**src/rtl/usb_crc5_check.sv**
```systemverilog
// usb_crc5_check: receive-side USB token CRC5 checker with address/endpoint capture.
// Verdict (crc_done/crc_ok/crc_err) is registered and appears 1 cycle after eop is sampled.
// No backpressure: one bit absorbed per shift_enable cycle, shift_enable may be high every cycle.
//
// Ports:
//   clk, n_rst           clock, asynchronous active-low reset
//   start                (re)arms the checker with a fresh LFSR seed
//   shift_enable, d_orig one decoded, unstuffed bit per qualified cycle
//   eop                  end-of-packet pulse
//   busy                 high from start until the verdict pulse ends
//   crc_done/ok/err      one-cycle verdict strobe and result
//   token_addr/endp      captured payload fields, held until the next start
//   err_count            saturating error count; built only when USB_CRC5_ERRCNT_EN
//                        is defined, otherwise tied to zero
module usb_crc5_check #(
  parameter logic [4:0] RESIDUE = 5'b01100,
  parameter logic [4:0] INIT    = 5'b11111
) (
  input  logic       clk,
  input  logic       n_rst,
  input  logic       start,
  input  logic       shift_enable,
  input  logic       d_orig,
  input  logic       eop,
  output logic       busy,
  output logic       crc_done,
  output logic       crc_ok,
  output logic       crc_err,
  output logic [6:0] token_addr,
  output logic [3:0] token_endp,
  output logic [7:0] err_count
);

  typedef enum logic [2:0] {
    S_IDLE,
    S_PAYLOAD,
    S_CRC,
    S_WAIT_EOP,
    S_VERDICT
  } state_e;

  state_e      state_q, state_d;
  logic [4:0]  lfsr_q, lfsr_d;
  logic [4:0]  cnt_q, cnt_d;
  logic        long_q, long_d;
  logic [10:0] tok_q, tok_d;
  logic        busy_q, busy_d;
  logic        crc_done_q, crc_done_d;
  logic        crc_ok_q, crc_ok_d;
  logic        crc_err_q, crc_err_d;

  // Absorb-then-evaluate: eop in the same cycle as a bit sees the updated count/LFSR.
  logic        in_pkt;
  logic        absorb;
  logic        fb;
  logic [4:0]  lfsr_step;
  logic [4:0]  lfsr_upd;
  logic [4:0]  cnt_upd;
  logic        long_upd;

  assign in_pkt    = (state_q == S_PAYLOAD) || (state_q == S_CRC) || (state_q == S_WAIT_EOP);
  assign absorb    = shift_enable && !start && ((state_q == S_PAYLOAD) || (state_q == S_CRC));
  assign fb        = lfsr_q[4] ^ d_orig;
  assign lfsr_step = {lfsr_q[3:0], 1'b0} ^ (fb ? 5'b00101 : 5'b00000);
  assign lfsr_upd  = absorb ? lfsr_step : lfsr_q;
  assign cnt_upd   = absorb ? (cnt_q + 5'd1) : cnt_q;
  // Bits arriving after the CRC mark the packet as too long; the LFSR stays frozen.
  assign long_upd  = long_q || (shift_enable && (state_q == S_WAIT_EOP));

  // State register and all datapath flops
  always_ff @(posedge clk or negedge n_rst) begin
    if (!n_rst) begin
      state_q    <= S_IDLE;
      lfsr_q     <= INIT;
      cnt_q      <= 5'd0;
      long_q     <= 1'b0;
      tok_q      <= 11'd0;
      busy_q     <= 1'b0;
      crc_done_q <= 1'b0;
      crc_ok_q   <= 1'b0;
      crc_err_q  <= 1'b0;
    end else begin
      state_q    <= state_d;
      lfsr_q     <= lfsr_d;
      cnt_q      <= cnt_d;
      long_q     <= long_d;
      tok_q      <= tok_d;
      busy_q     <= busy_d;
      crc_done_q <= crc_done_d;
      crc_ok_q   <= crc_ok_d;
      crc_err_q  <= crc_err_d;
    end
  end

  // Next-state logic; start overrides everything, including a same-cycle eop
  always_comb begin
    state_d = state_q;
    if (start) begin
      state_d = S_PAYLOAD;
    end else begin
      case (state_q)
        S_IDLE:     state_d = S_IDLE;
        S_PAYLOAD:  if (eop) state_d = S_VERDICT;
                    else if (cnt_upd == 5'd11) state_d = S_CRC;
        S_CRC:      if (eop) state_d = S_VERDICT;
                    else if (cnt_upd == 5'd16) state_d = S_WAIT_EOP;
        S_WAIT_EOP: if (eop) state_d = S_VERDICT;
        S_VERDICT:  state_d = S_IDLE;
        default:    state_d = S_IDLE;
      endcase
    end
  end

  // Output / datapath next values
  always_comb begin
    lfsr_d     = lfsr_upd;
    cnt_d      = cnt_upd;
    long_d     = long_upd;
    tok_d      = tok_q;
    busy_d     = (state_d != S_IDLE);
    crc_done_d = in_pkt && !start && eop;
    // A pass needs exactly 16 bits, no trailing bits and the matching residue.
    crc_ok_d   = crc_done_d && (cnt_upd == 5'd16) && !long_upd && (lfsr_upd == RESIDUE);
    crc_err_d  = crc_done_d && !crc_ok_d;

    if (absorb && (state_q == S_PAYLOAD)) begin
      for (int i = 0; i < 11; i++) begin
        if (cnt_q == 5'(i)) tok_d[i] = d_orig;
      end
    end

    if (start) begin
      lfsr_d = INIT;
      cnt_d  = 5'd0;
      long_d = 1'b0;
    end
  end

  assign busy       = busy_q;
  assign crc_done   = crc_done_q;
  assign crc_ok     = crc_ok_q;
  assign crc_err    = crc_err_q;
  assign token_addr = tok_q[6:0];
  assign token_endp = tok_q[10:7];

`ifdef USB_CRC5_ERRCNT_EN
  logic [7:0] err_cnt_q, err_cnt_d;

  // Counts alongside the error strobe, so the new value is visible during the pulse.
  always_comb begin
    err_cnt_d = err_cnt_q;
    if (crc_err_d && (err_cnt_q != 8'hFF)) err_cnt_d = err_cnt_q + 8'd1;
  end

  always_ff @(posedge clk or negedge n_rst) begin
    if (!n_rst) err_cnt_q <= 8'h00;
    else        err_cnt_q <= err_cnt_d;
  end

  assign err_count = err_cnt_q;
`else
  assign err_count = 8'h00;
`endif

endmodule

```
**config.mk**
```make
export PLATFORM = sky130hd
export DESIGN_NAME = usb_crc5_check
export DESIGN_NICKNAME = d
export VERILOG_FILES = /design/src/rtl/usb_crc5_check.sv
export SDC_FILE = /design/constraint.sdc
export NUM_CORES = 1
export LEC_CHECK = 0
export CORE_UTILIZATION = 54
export CTS_BUF_LIST = sky130_fd_sc_hd__clkbuf_2
export CTS_CLUSTER_SIZE = 30
export DETAILED_ROUTE_END_ITERATION = 7
export PLACE_DENSITY = 0.88
export SLEW_MARGIN = 20
export SYNTH_ARGS = -nofsm -noshare
export SYNTH_HDL_FRONTEND = slang
export SYNTH_SLANG_ARGS = --single-unit
```
**constraint.sdc**
```tcl
create_clock -name clk -period 2.46 [get_ports clk]
set_clock_uncertainty 0.1 [all_clocks]
set_input_delay 0.246 -clock clk [delete_from_list [all_inputs] [get_ports clk]]
set_output_delay 0.246 -clock clk [all_outputs]
set_load 0.05 [all_outputs]
```
# After elaboration in Yosys (flattened, before gate mapping)
# Cells that the tools add are included.
[word_totals]
regBits = 29
output_inout_bits = 23
word_cells = 80
[classes]
n_addsub = 1
eq_ne = 16
mux = 13
bitwise_logic = 2
reduce_logical = 29
[op_table]
columns = ["cell", "n"]
rows = [
  ["5-bit by 4-bit equality test with 1-bit output (second input constant)", 5],
  ["2-bit AND reduction", 11],
  ["3-bit two-way mux", 7],
  ["5-bit by 3-bit equality test with 1-bit output (second input constant)", 4],
  ["5-bit two-way mux", 4],
  ["5-bit by 2-bit equality test with 1-bit output (second input constant)", 2],
  ["1-bit logical AND", 10],
  ["3-bit case mux with 3 select lines", 1],
  ["3-bit by 2-bit equality test with 1-bit output (second input constant)", 2],
  ["5-bit by 1-bit adder with 5-bit output (second input constant)", 1],
  ["5-bit by 1-bit equality test with 1-bit output (second input constant)", 1],
  ["5-bit equality test (second input constant)", 1],
  ["5-bit zero test", 1],
  ["5-bit by 3-bit XOR with 5-bit output", 1],
  ["3-bit by 1-bit equality test with 1-bit output (second input constant)", 1],
  ["1-bit zero test", 3],
  ["1-bit logical OR", 3],
  ["3-bit nonzero test", 1],
  ["1-bit two-way mux", 1],
  ["1-bit XOR", 1],
]

# Longest topological paths before layout
# Gate-level depths: netlist of the first run.
[logic_depth]
depth_word = 10
depth_mapped = 8
mapped_depth_nobuf = 7

# Worst setup path before layout of the first run
# OpenSTA, ideal clock, no wires.
[synth_timing]
path_kind = "register to register"
from = "register cnt_q[0]"
to = "register state_q[0]"
arrival_time_ns = 1.697
t_required_ns = 2.277
slack_ns = 0.581
stages_incl_launch_ff = 8
path_buffers = 1
synth_period_minus_slack_ns = 1.879
path_cell_list = "dfrtp_1 buf_2 inv_1 ha_1 or3_1 o31ai_1 a31oi_1 o21ai_0"
[synth_between]
elab_chain_len = 7
[synth_lines]
columns = ["element", "line_no", "source"]
rows = [
  ["from (decl)", "44", "logic [4:0] cnt_q, cnt_d;"],
  ["from (signal assigned)", "85", "cnt_q <= cnt_d;"],
  ["5-bit by 1-bit adder with 5-bit output", "66", "assign cnt_upd = absorb ? (cnt_q + 5'd1) : cnt_q;"],
  ["5-bit two-way mux (*)", "66", ""],
  ["5-bit equality test / 5-bit by 4-bit equality test with 1-bit output (equally long branches)", "106, 104", ""],
  ["3-bit two-way mux (on tied branches)", "106, 104", ""],
  ["3-bit two-way mux (on tied branches)", "105, 103", ""],
  ["3-bit case mux with 3 select lines (*)", "101", "case (state_q)"],
  ["3-bit two-way mux (*)", "98", "if (start) begin"],
  ["named net state_d[0]", "42", "state_e state_q, state_d;"],
  ["to (signal assigned)", "83", "state_q <= state_d;"],
  ["to (decl)", "42", ""],
]
# Mark *: on every way through the listed nets, which the timed path passes. The rest lies on a longest branch.
# A chain may end at the register's enable or synchronous reset.

# Worst setup path in the final report of the first run
[layout_timing]
from = "register cnt_q[1]"
to = "register state_q[0]"
# The elaborated chain is that of the path after synthesis.

==> flow_summary.json, run 1 <==
{
  "diodes": 0,
  "max_freq_ghz": 0.460,
  "synthAdderAreaFrac": 0.0297,
  "hpwl_um": 2230,
  "final-max-slew-violation-count": 0,
  "worstSetupEndpointType": "flop",
  "regArea_um2": 732,
  "r2r_cells": 6,
  "wl_per_cell_um": 14.1,
  "finalSetupViolations": 0,
  "violations": "DRC",
  "path_clk_slew_ns": 0.14,
  "drcViolationCount": 1,
  "routed_wl_um": 3090,
  "multi_input_area_um2": 852,
  "grt_pass1_vias": 1187,
  "grt_pass1_wl_um": 5110,
  "rsz0062_at_grt": "false",
  "grt_max_degree": 30,
  "finalHoldViolCount": 0,
  "place_congestion": 0.805,
  "synth_seq_cells": 29,
  "place_inst": 212,
  "clock_latency_ns": 0.36,
  "postSynthAreaPerCell_um2": 10.2,
  "io_buffers": 20,
  "clock-sinks": 29,
  "synth_area_um2": 1690,
  "finalCritPeriodShare": 0.883,
  "tightestPinTransition_ns": 0.511,
  "synthMuxAreaShare": 0.0994,
  "synth_ff_type": "dfrtp_1",
  "cts_buffer_depth": 2,
  "ir_worst_vdd_mv": 0.310,
  "drive_above_1_share": 0.186,
  "synth.area.top_cells": "dfrtp_1, mux2_4, dfstp_2",
  "synth-simple-area-share": 0.235,
  "drt_pre_antenna_iters": 8,
  "yosys.cell_types.count": 44,
  "start_kind": "flop",
  "p_per_area_nw_per_um2": 494,
  "antenna_left": 0,
  "path_max_fanout": 10,
  "status": "finished with violations",
  "post-route-min-period_ns": 2.17,
  "die_h_um": 57.9,
  "critPathArrivalTime_ns": 2.34,
  "seq_area_frac_synth": 0.434,
  "critical_path_class": "reg2reg",
  "r2r-end": "state_q[0]$_DFF_PN0_",
  "ctsHoldBuffers": 0,
  "hold_class": "in2async",
  "io-pin-count": 29,
  "synth_edf_count": 0,
  "cts_tree": "done",
  "power.leakage_nw": 0.896,
  "yosys.area.top_type": "dfrtp_1",
  "numCtsBuffers": 5,
  "worstPathRequired_ns": 2.63,
  "synth_top_area_share": 0.356,
  "vias": 1235,
  "grt_overflow_total": 0,
  "dieArea_um2": 3350,
  "drtIter0Drc": 49,
  "track_usage": 0.205,
  "synth_top_family_by_area": "simple AND/OR/NAND/NOR gates",
  "root_buffer": "clkbuf_2",
  "viasPerCell": 5.64,
  "htreeDepth": 2,
  "rows": 19,
  "final_cells": 219,
  "synth_xor_area_frac": 0.0519,
  "setup_tns_ns": 0,
  "area_delta_synth_final_pct": 13.9,
  "grt_antenna_before_repair": 0,
  "synth_compound_area_frac": 0.0697,
  "start_util": 0.591,
  "synthArstFlopShare": 1.00,
  "regToRegSetupSlack_ns": 0.29,
  "core_area_um2": 2850,
  "nNetsFinal": 198,
  "yosys_warnings": 0,
  "die_x_um": 57.9,
  "reg2reg_from": "cnt_q[1]$_DFF_PN0_",
  "max-slew-margin-rel": 0.659,
  "postSynthCellCount": 166,
  "fin_util": 0.673,
  "max_cap_viol_count": 0,
  "fill_cells": 226
}
[routing by layer]
layer	GRT usage	vias up	share of wire
met5	0	-	0
met4	0.112	0	0.020
met3	0.0424	12	0.058
met2	0.351	49	0.48
met1	0.240	577	0.44
li1	-	597	-
[logic make-up after synthesis]
family	Yosys count
AND/OR/NAND/NOR	70
flip-flops	29
buffers and inverters	23
AO/OA/AOI/OAI	17
multiplexers	12
XOR/XNOR	10
adder cells (fa/ha/maj)	4
other	1
[synthesized netlist by cell type, types with 3 or more instances]
cell type / count
dfstp_2: 5
ha_1: 4
a21oi_1: 3
mux2_4: 9
o21ai_0: 3
xnor2_1: 6
buf_4: 9
nand3b_1: 5
buf_2: 3
xor2_1: 4
inv_1: 5
nand2_1: 14
clkbuf_1: 5
nor3_1: 3
nor2_1: 11
nand3_1: 13
nor2b_1: 6
nor3b_1: 3
dfrtp_1: 24
nand4_1: 4
[stage by stage]
stage | power [mW] | area, µm² | hold slack (ns) | worst slack, ns
2_1_floorplan | 0.689 | 1710 | -0.150 | 0.581
3_3_place_gp | 0.740 | 1880 | 0.386 | 0.216
3_5_place_dp | 0.746 | 1880 | 0.384 | 0.179
4_1_cts | 0.962 | 1920 | 0.136 | 0.261
5_1_grt | 0.991 | 1920 | 0.162 | 0.125
6_report | 0.949 | 1920 | 0.143 | 0.287
[where the power goes]
group	switching, mW	internal (mW)	total, mW
registers	0.0179	0.503	0.521
logic	0.138	0.0785	0.216
clock network	0.146	0.0662	0.212
total	0.301	0.648	0.949
[area by class of cell]
cell class	count	share of cell area
well taps	31	0.0202
inverters	5	0.00977
multi-input cells	121	0.444
clock inverters	1	0.00195
clock buffers	6	0.0156
repair buffers	26	0.128
flip-flops and latches	29	0.381
[critical path, stage by stage, from the launching register on]
cell and delay, ns:
dfrtp_1 0.52, ha_2 0.38, xor2_1 0.10, or3_1 0.33, o31ai_1 0.43, a31oi_1 0.14
o21ai_0 0.10
[sequential cells by signal, indices dropped and copies added, names as in the netlist]
register,cells
state_q,3
crc_done,1
crc_err,1
crc_ok,1
busy,1
long_q,1
tok_q,11
cnt_q,5
lfsr_q,5
[how the worst max path moves through the flow]
stage	startpoint	endpoint	slack (ns)	cells after the start
6_report	cnt_q[1]$_DFF_PN0_	state_q[0]$_DFF_PN0_	0.29	6
5_1_grt	cnt_q[1]$_DFF_PN0_	state_q[0]$_DFF_PN0_	0.12	6
4_1_cts	cnt_q[1]$_DFF_PN0_	state_q[0]$_DFF_PN0_	0.26	6
3_5_place_dp	start	tok_q[1]$_DFFE_PN0P_	0.18	6
3_3_place_gp	start	tok_q[1]$_DFFE_PN0P_	0.22	6
2_1_floorplan	cnt_q[0]$_DFF_PN0_	state_q[0]$_DFF_PN0_	0.58	7
[placed cells by master, fill, tap and decap left out, types with 5 or more instances in the layout]
master           count
nor2b_1              6
nand3b_1             5
dfrtp_1             24
nor2_1              11
buf_4                6
dfstp_2              5
clkbuf_2             6
inv_1                5
conb_1               8
xnor2_1              6
mux2_4               9
clkdlybuf4s50_1     20
nand3_1             13
nand2_1             14
[repair_timing]
| action | in CTS | in global routing |
|---|---|---|
| gates resized for setup | 0 | 1 |
| hold endpoints to repair | 0 | 0 |
| setup buffers | 0 | 0 |
| endpoints found under the setup margin | 0 | 1 |
Power figures use the tool's default switching activity.
==> run 2, diff against run 1 <==
--- a/config.mk
+++ b/config.mk
@@ -6,4 +6,5 @@
 export NUM_CORES = 1
 export LEC_CHECK = 0
+export CAP_MARGIN = 5
 export CORE_UTILIZATION = 54
 export CTS_BUF_LIST = sky130_fd_sc_hd__clkbuf_2
--- a/constraint.sdc
+++ b/constraint.sdc
@@ -3,3 +3,3 @@
 set_input_delay 0.246 -clock clk [delete_from_list [all_inputs] [get_ports clk]]
 set_output_delay 0.246 -clock clk [all_outputs]
-set_load 0.05 [all_outputs]
+set_load 0.01 [all_outputs]
==> results of run 2 <==
The final DEF is identical to that of run 1. Status: finished with violations: DRC.
Main changes from that run: total power 0.949 mW -> 0.885 mW; worst IR drop on VDD 0.310 mV -> 0.306 mV
==> run 3, diff against run 2 <==
Settings changed: CORE_UTILIZATION 54 to 40, PLACE_DENSITY 0.88 to 0.7, SLEW_MARGIN 20 to not set.
==> run 3 against run 2 <==
Net effect:
- the run now ends clean
- via count down 0.73%
- combinational power about the same
- register-to-register slack gained 0.03 ns
- final cell count up 11%
- hold slack worse by 0.0064 ns
- clock power up 12%
- setup slack better by 0.032 ns
- non-clock buffer count increased by 3
- first-iteration DRC count grew 4.1%
- utilization down 18 points
- fmax is 1.5% higher
- critical path depth increased by 1
==> flow_summary.json, run 3 (synthesized netlist as in run 1, its figures left out) <==
{
  "pwr-share-seq": 0.573,
  "hpwl_um": 2140,
  "clock-sinks": 29,
  "routed_wl_um": 2970,
  "power.leakage_nw": 0.920,
  "power.switching_mw": 0.258,
  "largest_register": "tok_q",
  "io-pin-count": 29,
  "drt_pre_antenna_iters": 5,
  "swShare": 0.283,
  "regToRegSetupSlack_ns": 0.32,
  "final_cell_mix": "dfrtp_1, clkdlybuf4s50_1, nand2_1",
  "grt_max_degree": 30,
  "p_int_mw": 0.655,
  "final-max-slew-violation-count": 0,
  "power_frac_comb": 0.166,
  "cp_num_buf_inv": 1,
  "worstPathRequired_ns": 2.64,
  "cts_tree": "done",
  "r2r-end": "state_q[0]$_DFF_PN0_",
  "finalHoldViolCount": 0,
  "grt_overflow_total": 0,
  "htreeDepth": 2,
  "die_h_um": 66.9,
  "largest_reg_flops": 11,
  "max_freq_ghz": 0.467,
  "hold_class": "in2async",
  "path_clk_slew_ns": 0.15,
  "reg.largest.list": "tok_q: 11 flops, cnt_q: 5 flops, lfsr_q: 5 flops",
  "setup_tns_ns": 0,
  "grt_pass1_vias": 1132,
  "status": "completed",
  "drive_above_1_share": 0.203,
  "core_area_um2": 4030,
  "cpMaxStageDelayCell": "dfrtp_1",
  "worstSetupEndpointType": "flop",
  "r2r_cells": 7,
  "place_ws_ns": 0.187,
  "post-route-min-period_ns": 2.14,
  "cp_top_family": "flip-flops",
  "finalCritPeriodShare": 0.870,
  "grt_pass1_wl_um": 5040,
  "vias": 1226,
  "fin_util": 0.489,
  "path_max_fanout": 10,
  "wl_per_cell_um": 12.3,
  "fill_cells": 367,
  "start_util": 0.419,
  "cp_slowest_stage_delay_ns": 0.56,
  "finalSetupViolations": 0,
  "reg2reg_from": "cnt_q[0]$_DFF_PN0_",
  "ir_worst_vdd_mv": 0.131,
  "post_cts_buffers": 0,
  "cts_buffer_depth": 2,
  "area_delta_synth_final_pct": 16.8,
  "nNetsFinal": 201,
  "cts_resized": 0,
  "critical_path_class": "reg2reg",
  "critPathArrivalTime_ns": 2.32,
  "p_per_area_nw_per_um2": 463,
  "dieArea_um2": 4480,
  "numCtsBuffers": 5,
  "clock_latency_ns": 0.36,
  "drtIter0Drc": 51,
  "final_common_cell": "dfrtp_1",
  "antenna_left": 0,
  "max_cap_viol_count": 0,
  "grt_antenna_before_repair": 0,
  "cp_cell_sequence": "ha_1, xor2_1, or3_1, o31ai_1, buf_4, a31oi_1, o21ai_0",
  "design_power_total_mw": 0.913,
  "rsz0062_at_grt": "false",
  "viasPerCell": 5.07,
  "diodes": 0,
  "rows": 23,
  "ctsHoldBuffers": 0,
  "start_kind": "flop",
  "clkPwrFrac": 0.260,
  "place_congestion": 0.817,
  "die_x_um": 66.9,
  "drcViolationCount": 0,
  "setup_slack_ns": 0.319,
  "track_usage": 0.149,
  "root_buffer": "clkbuf_2",
  "io_buffers": 20
}
[run 3: cell types whose count changed in the layout (fill, tap and decap cells not counted), sizes merged]
| cell | previous run | this run |
|---|---|---|
| clkinv | 1 | 2 |
| buf | 6 | 9 |
[run 3: power by group through the flow]
stage	clock network, mW	logic [mW]	registers, mW
final	0.238	0.152	0.523
after global routing	0.276	0.167	0.527
after CTS	0.247	0.153	0.523
after detailed placement	0	0.152	0.531
after global placement	0	0.151	0.532
after floorplan	0	0.0943	0.531
[run 3: cell type report]
cell class	instances	area (µm²)	area share
Multi-Input combinational cell	121	850	0.431
Tap cell	50	62.6	0.0317
Inverter	5	18.8	0.00952
Clock inverter	2	10.0	0.00508
Sequential cell	29	732	0.371
Clock buffer	6	30.0	0.0152
Timing Repair Buffer	29	268	0.136
[run 3: metal layers]
metal | GRT usage | share of wire
met5 | 0 | 0
met4 | 0.0638 | 0.018
met1 | 0.197 | 0.49
met2 | 0.229 | 0.45
met3 | 0.0360 | 0.039
[run 3: worst register-to-register path, delay by kind of cell (launching register included)]
kind	cells	cell delay, ns
AO/OA/AOI/OAI	3	0.35
XOR/XNOR	1	0.10
adder cells (fa/ha/maj)	1	0.46
buffers and inverters	1	0.16
flip-flops	1	0.56
AND/OR/NAND/NOR	1	0.33
[run 3: how the worst max path moves through the flow]
stage	slack (ns)	cells after the start	endpoint	start
6_report	0.32	7	state_q[0]$_DFF_PN0_	cnt_q[0]$_DFF_PN0_
5_1_grt	0.12	7	state_q[0]$_DFF_PN0_	cnt_q[0]$_DFF_PN0_
4_1_cts	0.31	7	state_q[0]$_DFF_PN0_	cnt_q[0]$_DFF_PN0_
3_5_place_dp	0.19	6	tok_q[0]$_DFFE_PN0P_	shift_enable
3_3_place_gp	0.21	6	tok_q[1]$_DFFE_PN0P_	start
2_1_floorplan	0.58	7	state_q[0]$_DFF_PN0_	cnt_q[0]$_DFF_PN0_
[run 3: through the flow]
step	hold WS, ns	cells	cell area, µm²
2_1_floorplan	-0.150	173	1710
3_3_place_gp	0.384	234	1930
3_5_place_dp	0.388	234	1930
4_1_cts	0.135	242	1970
5_1_grt	0.130	242	1970
6_report	0.136	242	1970
